**src/rtl/cache_slot_alloc_if.sv**
```systemverilog
// Request, grant and release signals between the PEs and the shared-cache slot allocator.
// Grant/address/status fields are driven by the allocator. Request/free fields are driven by the PEs.
interface cache_slot_alloc_if #(
    parameter int Address_Width = 5
);
    logic                     alloc_req_0, alloc_req_1, alloc_req_2, alloc_req_3;
    logic                     alloc_gnt_0, alloc_gnt_1, alloc_gnt_2, alloc_gnt_3;
    logic [Address_Width-1:0] alloc_add_0, alloc_add_1, alloc_add_2, alloc_add_3;
    logic                     free_en_0, free_en_1, free_en_2, free_en_3;
    logic [Address_Width-1:0] free_add_0, free_add_1, free_add_2, free_add_3;
    logic [Address_Width:0]   free_count;
    logic                     full;
    logic                     err;

    modport master (
        output alloc_req_0, alloc_req_1, alloc_req_2, alloc_req_3,
        output free_en_0, free_en_1, free_en_2, free_en_3,
        output free_add_0, free_add_1, free_add_2, free_add_3,
        input  alloc_gnt_0, alloc_gnt_1, alloc_gnt_2, alloc_gnt_3,
        input  alloc_add_0, alloc_add_1, alloc_add_2, alloc_add_3,
        input  free_count, full, err
    );

    modport slave (
        input  alloc_req_0, alloc_req_1, alloc_req_2, alloc_req_3,
        input  free_en_0, free_en_1, free_en_2, free_en_3,
        input  free_add_0, free_add_1, free_add_2, free_add_3,
        output alloc_gnt_0, alloc_gnt_1, alloc_gnt_2, alloc_gnt_3,
        output alloc_add_0, alloc_add_1, alloc_add_2, alloc_add_3,
        output free_count, full, err
    );
endinterface

```
**src/rtl/cache_slot_alloc.sv**
```systemverilog
// Dynamic slot allocator for the 4-port shared cache: occupancy bitmap, port-0-first lowest-slot grants.
// Grant/address registered one cycle after the request; no queuing, a PE denied for lack of slots re-requests.
module cache_slot_alloc #(
    parameter int Address_Width = 5,
    parameter int Depth         = 32
) (
    input  logic                 clk,
    input  logic                 rst,
    cache_slot_alloc_if.slave    bus
);
    localparam int NP = 4;
    localparam int NS = 2 ** Address_Width;

    logic [Depth-1:0]         r_busy;
    logic [NP-1:0]            r_gnt;
    logic [Address_Width-1:0] r_add [NP];
    logic [Address_Width:0]   r_count;
    logic                     r_full;
    logic                     r_err;

    logic [NP-1:0]            w_req;
    logic [NP-1:0]            w_fen;
    logic [Address_Width-1:0] w_fadd [NP];
    logic [NS-1:0]            w_avail;
    logic [NS-1:0]            w_set;
    logic [NS-1:0]            w_clr;
    logic [NS-1:0]            w_busy_pad;
    logic [NP-1:0]            w_gnt;
    logic [Address_Width-1:0] w_slot [NP];
    logic                     w_found;
    logic                     w_dup;
    logic                     w_err_now;
    logic [2:0]               w_ngnt;
    logic [2:0]               w_nfree;
    logic [Address_Width:0]   w_count_next;

    assign w_req     = {bus.alloc_req_3, bus.alloc_req_2, bus.alloc_req_1, bus.alloc_req_0};
    assign w_fen     = {bus.free_en_3, bus.free_en_2, bus.free_en_1, bus.free_en_0};
    assign w_fadd[0] = bus.free_add_0;
    assign w_fadd[1] = bus.free_add_1;
    assign w_fadd[2] = bus.free_add_2;
    assign w_fadd[3] = bus.free_add_3;

    // Cascaded priority encoders: each port sees the free set minus slots taken by lower-numbered ports.
    always_comb begin
        w_avail = NS'(~r_busy);
        w_set   = '0;
        w_gnt   = '0;
        w_ngnt  = '0;
        w_found = 1'b0;
        for (int p = 0; p < NP; p++) begin
            w_slot[p] = '0;
            w_found   = 1'b0;
            if (w_req[p]) begin
                for (int s = 0; s < Depth; s++) begin
                    if (!w_found && w_avail[s]) begin
                        w_found   = 1'b1;
                        w_slot[p] = Address_Width'(s);
                    end
                end
            end
            if (w_found) begin
                w_gnt[p]           = 1'b1;
                w_avail[w_slot[p]] = 1'b0;
                w_set[w_slot[p]]   = 1'b1;
                w_ngnt             = w_ngnt + 3'd1;
            end
        end
    end

    // Slots at or above Depth read as not-busy in the padded map, so out-of-range frees fall out as illegal.
    always_comb begin
        w_busy_pad = NS'(r_busy);
        w_clr      = '0;
        w_nfree    = '0;
        w_err_now  = 1'b0;
        w_dup      = 1'b0;
        for (int p = 0; p < NP; p++) begin
            w_dup = 1'b0;
            for (int q = 0; q < p; q++) begin
                if (w_fen[q] && (w_fadd[q] == w_fadd[p])) begin
                    w_dup = 1'b1;
                end
            end
            if (w_fen[p]) begin
                if (!w_busy_pad[w_fadd[p]] || w_dup) begin
                    w_err_now = 1'b1;
                end else begin
                    w_clr[w_fadd[p]] = 1'b1;
                    w_nfree          = w_nfree + 3'd1;
                end
            end
        end
    end

    assign w_count_next = r_count - (Address_Width+1)'(w_ngnt) + (Address_Width+1)'(w_nfree);

    always_ff @(posedge clk) begin
        if (rst) begin
            r_busy  <= '0;
            r_gnt   <= '0;
            for (int p = 0; p < NP; p++) begin
                r_add[p] <= '0;
            end
            r_count <= (Address_Width+1)'(Depth);
            r_full  <= 1'b0;
            r_err   <= 1'b0;
        end else begin
            r_busy  <= (r_busy | w_set[Depth-1:0]) & ~w_clr[Depth-1:0];
            r_gnt   <= w_gnt;
            for (int p = 0; p < NP; p++) begin
                r_add[p] <= w_slot[p];
            end
            r_count <= w_count_next;
            r_full  <= (w_count_next == '0);
            r_err   <= r_err | w_err_now;
        end
    end

    assign bus.alloc_gnt_0 = r_gnt[0];
    assign bus.alloc_gnt_1 = r_gnt[1];
    assign bus.alloc_gnt_2 = r_gnt[2];
    assign bus.alloc_gnt_3 = r_gnt[3];
    assign bus.alloc_add_0 = r_add[0];
    assign bus.alloc_add_1 = r_add[1];
    assign bus.alloc_add_2 = r_add[2];
    assign bus.alloc_add_3 = r_add[3];
    assign bus.free_count  = r_count;
    assign bus.full        = r_full;
    assign bus.err         = r_err;
endmodule
```
**src/flat_wrapper.sv**
```systemverilog
// flat-port wrapper written by rule: the top's interface ports become plain ports
module cache_slot_alloc_flat 
#(
    parameter int Address_Width = 5,
    parameter int Depth         = 32
)
  (clk, rst, bus_alloc_req_0, bus_alloc_req_1, bus_alloc_req_2, bus_alloc_req_3, bus_free_en_0, bus_free_en_1, bus_free_en_2, bus_free_en_3, bus_free_add_0, bus_free_add_1, bus_free_add_2, bus_free_add_3, bus_alloc_gnt_0, bus_alloc_gnt_1, bus_alloc_gnt_2, bus_alloc_gnt_3, bus_alloc_add_0, bus_alloc_add_1, bus_alloc_add_2, bus_alloc_add_3, bus_free_count, bus_full, bus_err);
  cache_slot_alloc_if #(.Address_Width(Address_Width)) bus_i ();
  input  logic clk;
  input  logic rst;
  input wire logic [$bits(bus_i.alloc_req_0)-1:0] bus_alloc_req_0;
  input wire logic [$bits(bus_i.alloc_req_1)-1:0] bus_alloc_req_1;
  input wire logic [$bits(bus_i.alloc_req_2)-1:0] bus_alloc_req_2;
  input wire logic [$bits(bus_i.alloc_req_3)-1:0] bus_alloc_req_3;
  input wire logic [$bits(bus_i.free_en_0)-1:0] bus_free_en_0;
  input wire logic [$bits(bus_i.free_en_1)-1:0] bus_free_en_1;
  input wire logic [$bits(bus_i.free_en_2)-1:0] bus_free_en_2;
  input wire logic [$bits(bus_i.free_en_3)-1:0] bus_free_en_3;
  input wire logic [$bits(bus_i.free_add_0)-1:0] bus_free_add_0;
  input wire logic [$bits(bus_i.free_add_1)-1:0] bus_free_add_1;
  input wire logic [$bits(bus_i.free_add_2)-1:0] bus_free_add_2;
  input wire logic [$bits(bus_i.free_add_3)-1:0] bus_free_add_3;
  output wire logic [$bits(bus_i.alloc_gnt_0)-1:0] bus_alloc_gnt_0;
  output wire logic [$bits(bus_i.alloc_gnt_1)-1:0] bus_alloc_gnt_1;
  output wire logic [$bits(bus_i.alloc_gnt_2)-1:0] bus_alloc_gnt_2;
  output wire logic [$bits(bus_i.alloc_gnt_3)-1:0] bus_alloc_gnt_3;
  output wire logic [$bits(bus_i.alloc_add_0)-1:0] bus_alloc_add_0;
  output wire logic [$bits(bus_i.alloc_add_1)-1:0] bus_alloc_add_1;
  output wire logic [$bits(bus_i.alloc_add_2)-1:0] bus_alloc_add_2;
  output wire logic [$bits(bus_i.alloc_add_3)-1:0] bus_alloc_add_3;
  output wire logic [$bits(bus_i.free_count)-1:0] bus_free_count;
  output wire logic [$bits(bus_i.full)-1:0] bus_full;
  output wire logic [$bits(bus_i.err)-1:0] bus_err;
  assign bus_i.alloc_req_0 = bus_alloc_req_0;
  assign bus_i.alloc_req_1 = bus_alloc_req_1;
  assign bus_i.alloc_req_2 = bus_alloc_req_2;
  assign bus_i.alloc_req_3 = bus_alloc_req_3;
  assign bus_i.free_en_0 = bus_free_en_0;
  assign bus_i.free_en_1 = bus_free_en_1;
  assign bus_i.free_en_2 = bus_free_en_2;
  assign bus_i.free_en_3 = bus_free_en_3;
  assign bus_i.free_add_0 = bus_free_add_0;
  assign bus_i.free_add_1 = bus_free_add_1;
  assign bus_i.free_add_2 = bus_free_add_2;
  assign bus_i.free_add_3 = bus_free_add_3;
  assign bus_alloc_gnt_0 = bus_i.alloc_gnt_0;
  assign bus_alloc_gnt_1 = bus_i.alloc_gnt_1;
  assign bus_alloc_gnt_2 = bus_i.alloc_gnt_2;
  assign bus_alloc_gnt_3 = bus_i.alloc_gnt_3;
  assign bus_alloc_add_0 = bus_i.alloc_add_0;
  assign bus_alloc_add_1 = bus_i.alloc_add_1;
  assign bus_alloc_add_2 = bus_i.alloc_add_2;
  assign bus_alloc_add_3 = bus_i.alloc_add_3;
  assign bus_free_count = bus_i.free_count;
  assign bus_full = bus_i.full;
  assign bus_err = bus_i.err;
  cache_slot_alloc #(.Address_Width(Address_Width), .Depth(Depth)) u_core (.clk(clk), .rst(rst), .bus(bus_i));
endmodule
```
**config.mk**
```make
export PLATFORM = sky130hd
export DESIGN_NAME = cache_slot_alloc_flat
export DESIGN_NICKNAME = d
export VERILOG_FILES = /design/src/rtl/cache_slot_alloc_if.sv /design/src/rtl/cache_slot_alloc.sv /design/src/flat_wrapper.sv
export SDC_FILE = /design/constraint.sdc
export NUM_CORES = 1
export LEC_CHECK = 0
export BUFFER_PORTS_ARGS = -buffer_cell sky130_fd_sc_hd__buf_2
export CORE_MARGIN = 3
export CORE_UTILIZATION = 50
export CTS_CLUSTER_SIZE = 12
export DETAILED_ROUTE_END_ITERATION = 12
export PLACE_DENSITY_LB_ADDON = 0.1
export SYNTH_ARGS = -nofsm -noshare
export SYNTH_HDL_FRONTEND = slang
export SYNTH_SLANG_ARGS = --single-unit
```
**constraint.sdc**
```tcl
create_clock -name clk -period 22.2 [get_ports clk]
set_clock_uncertainty 0.05 [all_clocks]
set_input_delay 2.22 -clock clk [delete_from_list [all_inputs] [get_ports clk]]
set_output_delay 2.22 -clock clk [all_outputs]
set_load 0.005 [all_outputs]
```
==> impl_metrics.yaml <==
run_status:
  status: "finished, violations left"
  failed_checks: "max-capacitance violations, max-slew violations"
critical_path:
  startpoint_type: "input pin"
  cp.arrival_ns: 11.86
  endpoint_kind: "register"
  cp_max_fo: 13
  cp_slowest_cell: "nor4_1"
  critical-path-max-stage-delay_ns: 1.23
  worst-setup-path-type: "input pin to register"
  crit_required_ns: 22.42
  worst_path_most_repeated_cell: "nand2_1"
final_layout:
  final_cell_mix: "nor2_1 (107), nand2_1 (87), a21oi_1 (86)"
  area.growth.synth_to_final_pct: 5.61
  fin_cells: 1445
  drive_gt1_share_pct: 15.4
  fill_cells: 1794
  final_area_sq_mm: 0.0101
  final_nets: 1257
  final_common_cell: "nor2_1"
  num_antenna_cells: 0
global_route:
  antenna_found_initial: 1
  overflow: 0
  grt_max_degree: 50
  grt_pass1_wl_um: 62500
  grt_pass1_vias: 10100
  grt_usage_pct: 39.5
synth:
  synth_ff_type: "dfxtp_1"
  yosysSeqAreaShare_pct: 13.5
  async_flop_share_pct: 0
  synth_edf_count: 0
  syn_inst: 1229
  synth_area_per_cell_sq_um: 7.75
  synth_area_leaders: "dfxtp_1 (13%), mux4_2 (7.8%), a21oi_1 (4.5%)"
  ys_warn_count: 0
  synth_top_area_share_pct: 13.5
  synth_area_sq_mm: 0.00952
  synth_top_area_cell: "dfxtp_1"
  syn_nets: 1274
  synth.distinct_cells: 111
  synth-seq-cells: 64
timing:
  fin_crit_sh_pct: 52.4
  report.final.hold_viol_count: 0
  setup_tns_ns: 0
  rsz0062_at_grt: "false"
  drv_slew: 8
  worst_pin_slew_ns: 1.55
  fmaxAchievable_mhz: 85.9
  relSlewSlack_pct: -4.60
  setup_viol: 0
  fin_crit_ns: 11.64
worst_hold_path:
  min_path_type: "register to register"
floorplanning:
  rows: 49
  die-area_sq_mm: 0.0207
  start_util_pct: 51.9
  ioPinCount: 62
  die_h_um: 144
  design.core.area_sq_mm: 0.0183
  fp.dieW_um: 144
pwr:
  p_seq_share_pct: 20.7
  p_leak_nw: 3.53
  swShare_pct: 49.4
  p_clk_share_pct: 24.6
  switchingPower_uw: 345
  intPower_uw: 353
  p_per_area_mw_per_mm2: 69.5
  vdd_drop_max_v: 0.0000703
  combPwrFrac_pct: 54.7
clocking:
  cts_resized: 0
  insertion_delay_ns: 0.35
  root_buffer: "clkbuf_16"
  cts-root-to-sink-buffers: 2
  htree_num_levels: 3
  cts_tree: "built"
  cts_made_buffers: 9
  post_cts_buffers: 0
  holdBufCountCts: 0
  clkTransAtPathRegs_ns: 0.06
  clock-sinks: 64
placed_design:
  place_inst: 1430
  gp_congestion: 1.08
  numPortBuffers: 61
  placed_cell_area_sq_mm: 0.00971
  dp_hpwl_um: 32100
detailed_routing:
  detail_route.wl_per_cell_um: 29.1
  vias_per_cell: 7.89
  drtPass1Iterations: 6
  drc: 0
  vias: 11400
  final_antenna_net_count: 0
  wl_um: 42000
  drt_iter0_markers: 1899
flow_run:
  maxCapViolCount: 1
[final timing paths]
| check | from | end | slack, ns | depth (start not counted) |
|---|---|---|---|---|
| worst max-delay path | bus_alloc_req_0 | u_core.bus.full | 10.56 | 30 |
| worst min-delay path | u_core.bus.err | u_core.bus.err | 0.52 | 2 |
| worst max register to register | u_core.r_busy[7] | u_core.bus.full | 10.61 | 30 |
| worst min register to register | u_core.bus.err | u_core.bus.err | 0.52 | 2 |
[logic make-up (layout without fill, tap and decap cells)]
kind of cell               Yosys count  in the layout  share of synthesized area, %
and+or+nand+nor                    461            461                          27.1
muxes                               46             46                          9.22
DFF                                 64             64                          13.5
adders and majority gates           17             17                          2.42
xor gates and xnor gates            41             41                          3.77
AOI/OAI and AO/OA                  464            464                          37.6
buffers and inverters              136            123                          6.35
[flip-flops by register name (all words and copies together) (netlist names)]
name,cells
u_core.bus.err,1
u_core.bus.free_count,6
u_core.bus.full,1
u_core.r_add,20
u_core.r_busy,32
u_core.r_gnt,4
[synthesized netlist by cell type (10+ instances only)]
library cell  number
dfxtp_1           64
a221oi_1          29
nor4_1            17
o21ai_0           44
buf_2             24
ha_1              12
mux4_2            33
a21o_1            17
nor3_1            33
nand4_1           27
a31oi_1           26
a21oi_1           86
o21a_1            14
nand4b_1          10
and3_1            16
nand2_1           87
nand2b_1          29
xnor2_1           14
and2_1            21
buf_4             10
o211ai_1          42
xor2_1            27
clkbuf_1          47
nand3_1           26
inv_1             39
a221o_1           43
nor2b_1           12
nor2_1           107
[layout make-up]
type | count | area (sq um) | area share (%)
clock buffers | 10 | 239 | 2.38
inverters | 40 | 150 | 1.49
well taps | 229 | 287 | 2.85
multi-input cells | 1029 | 7640 | 75.9
flip-flops and latches | 64 | 1280 | 12.7
repair buffers | 68 | 358 | 3.56
clock inverters | 5 | 105 | 1.05
[per-stage QoR]
stage          util, %  hold WS (ns)  setup slack, ns  power [mW]
3_3_place_gp      53.0         0.498            10.70       0.513
3_5_place_dp      53.0         0.499            10.64       0.507
4_1_cts           54.9         0.518            10.95       0.681
6_report          54.9         0.522            10.56       0.699
5_1_grt           54.9         0.584            10.15       0.728
2_1_floorplan        -         0.496            12.68       0.414
[layer usage]
layer / GRT usage (%) / wire length, um / share of wire (%) / vias to the layer above
met5: 0 / 13 / 0.031 / -
met2: 56.7 / 17400 / 41 / 1015
li1: - / - / - / 4875
met3: 9.62 / 5990 / 14 / 166
met4: 13.1 / 1640 / 3.9 / 2
met1: 57.8 / 17000 / 40 / 5338
[critical path, delay by kind of cell]
family | cells | cell delay [ns]
simple gates | 11 | 4.46
compound gates | 14 | 4.08
xor+xnor | 1 | 0.13
fa+ha+maj | 2 | 0.64
buf+inv | 2 | 0.31
[power by group through the flow]
stage	combinational, mW	clock (mW)	sequential, mW
floorplan	0.278	0	0.136
global placement	0.367	0	0.146
detailed placement	0.362	0	0.146
CTS	0.365	0.173	0.143
global route	0.406	0.177	0.145
finish	0.382	0.172	0.145
(Power assumes the default switching activity.)
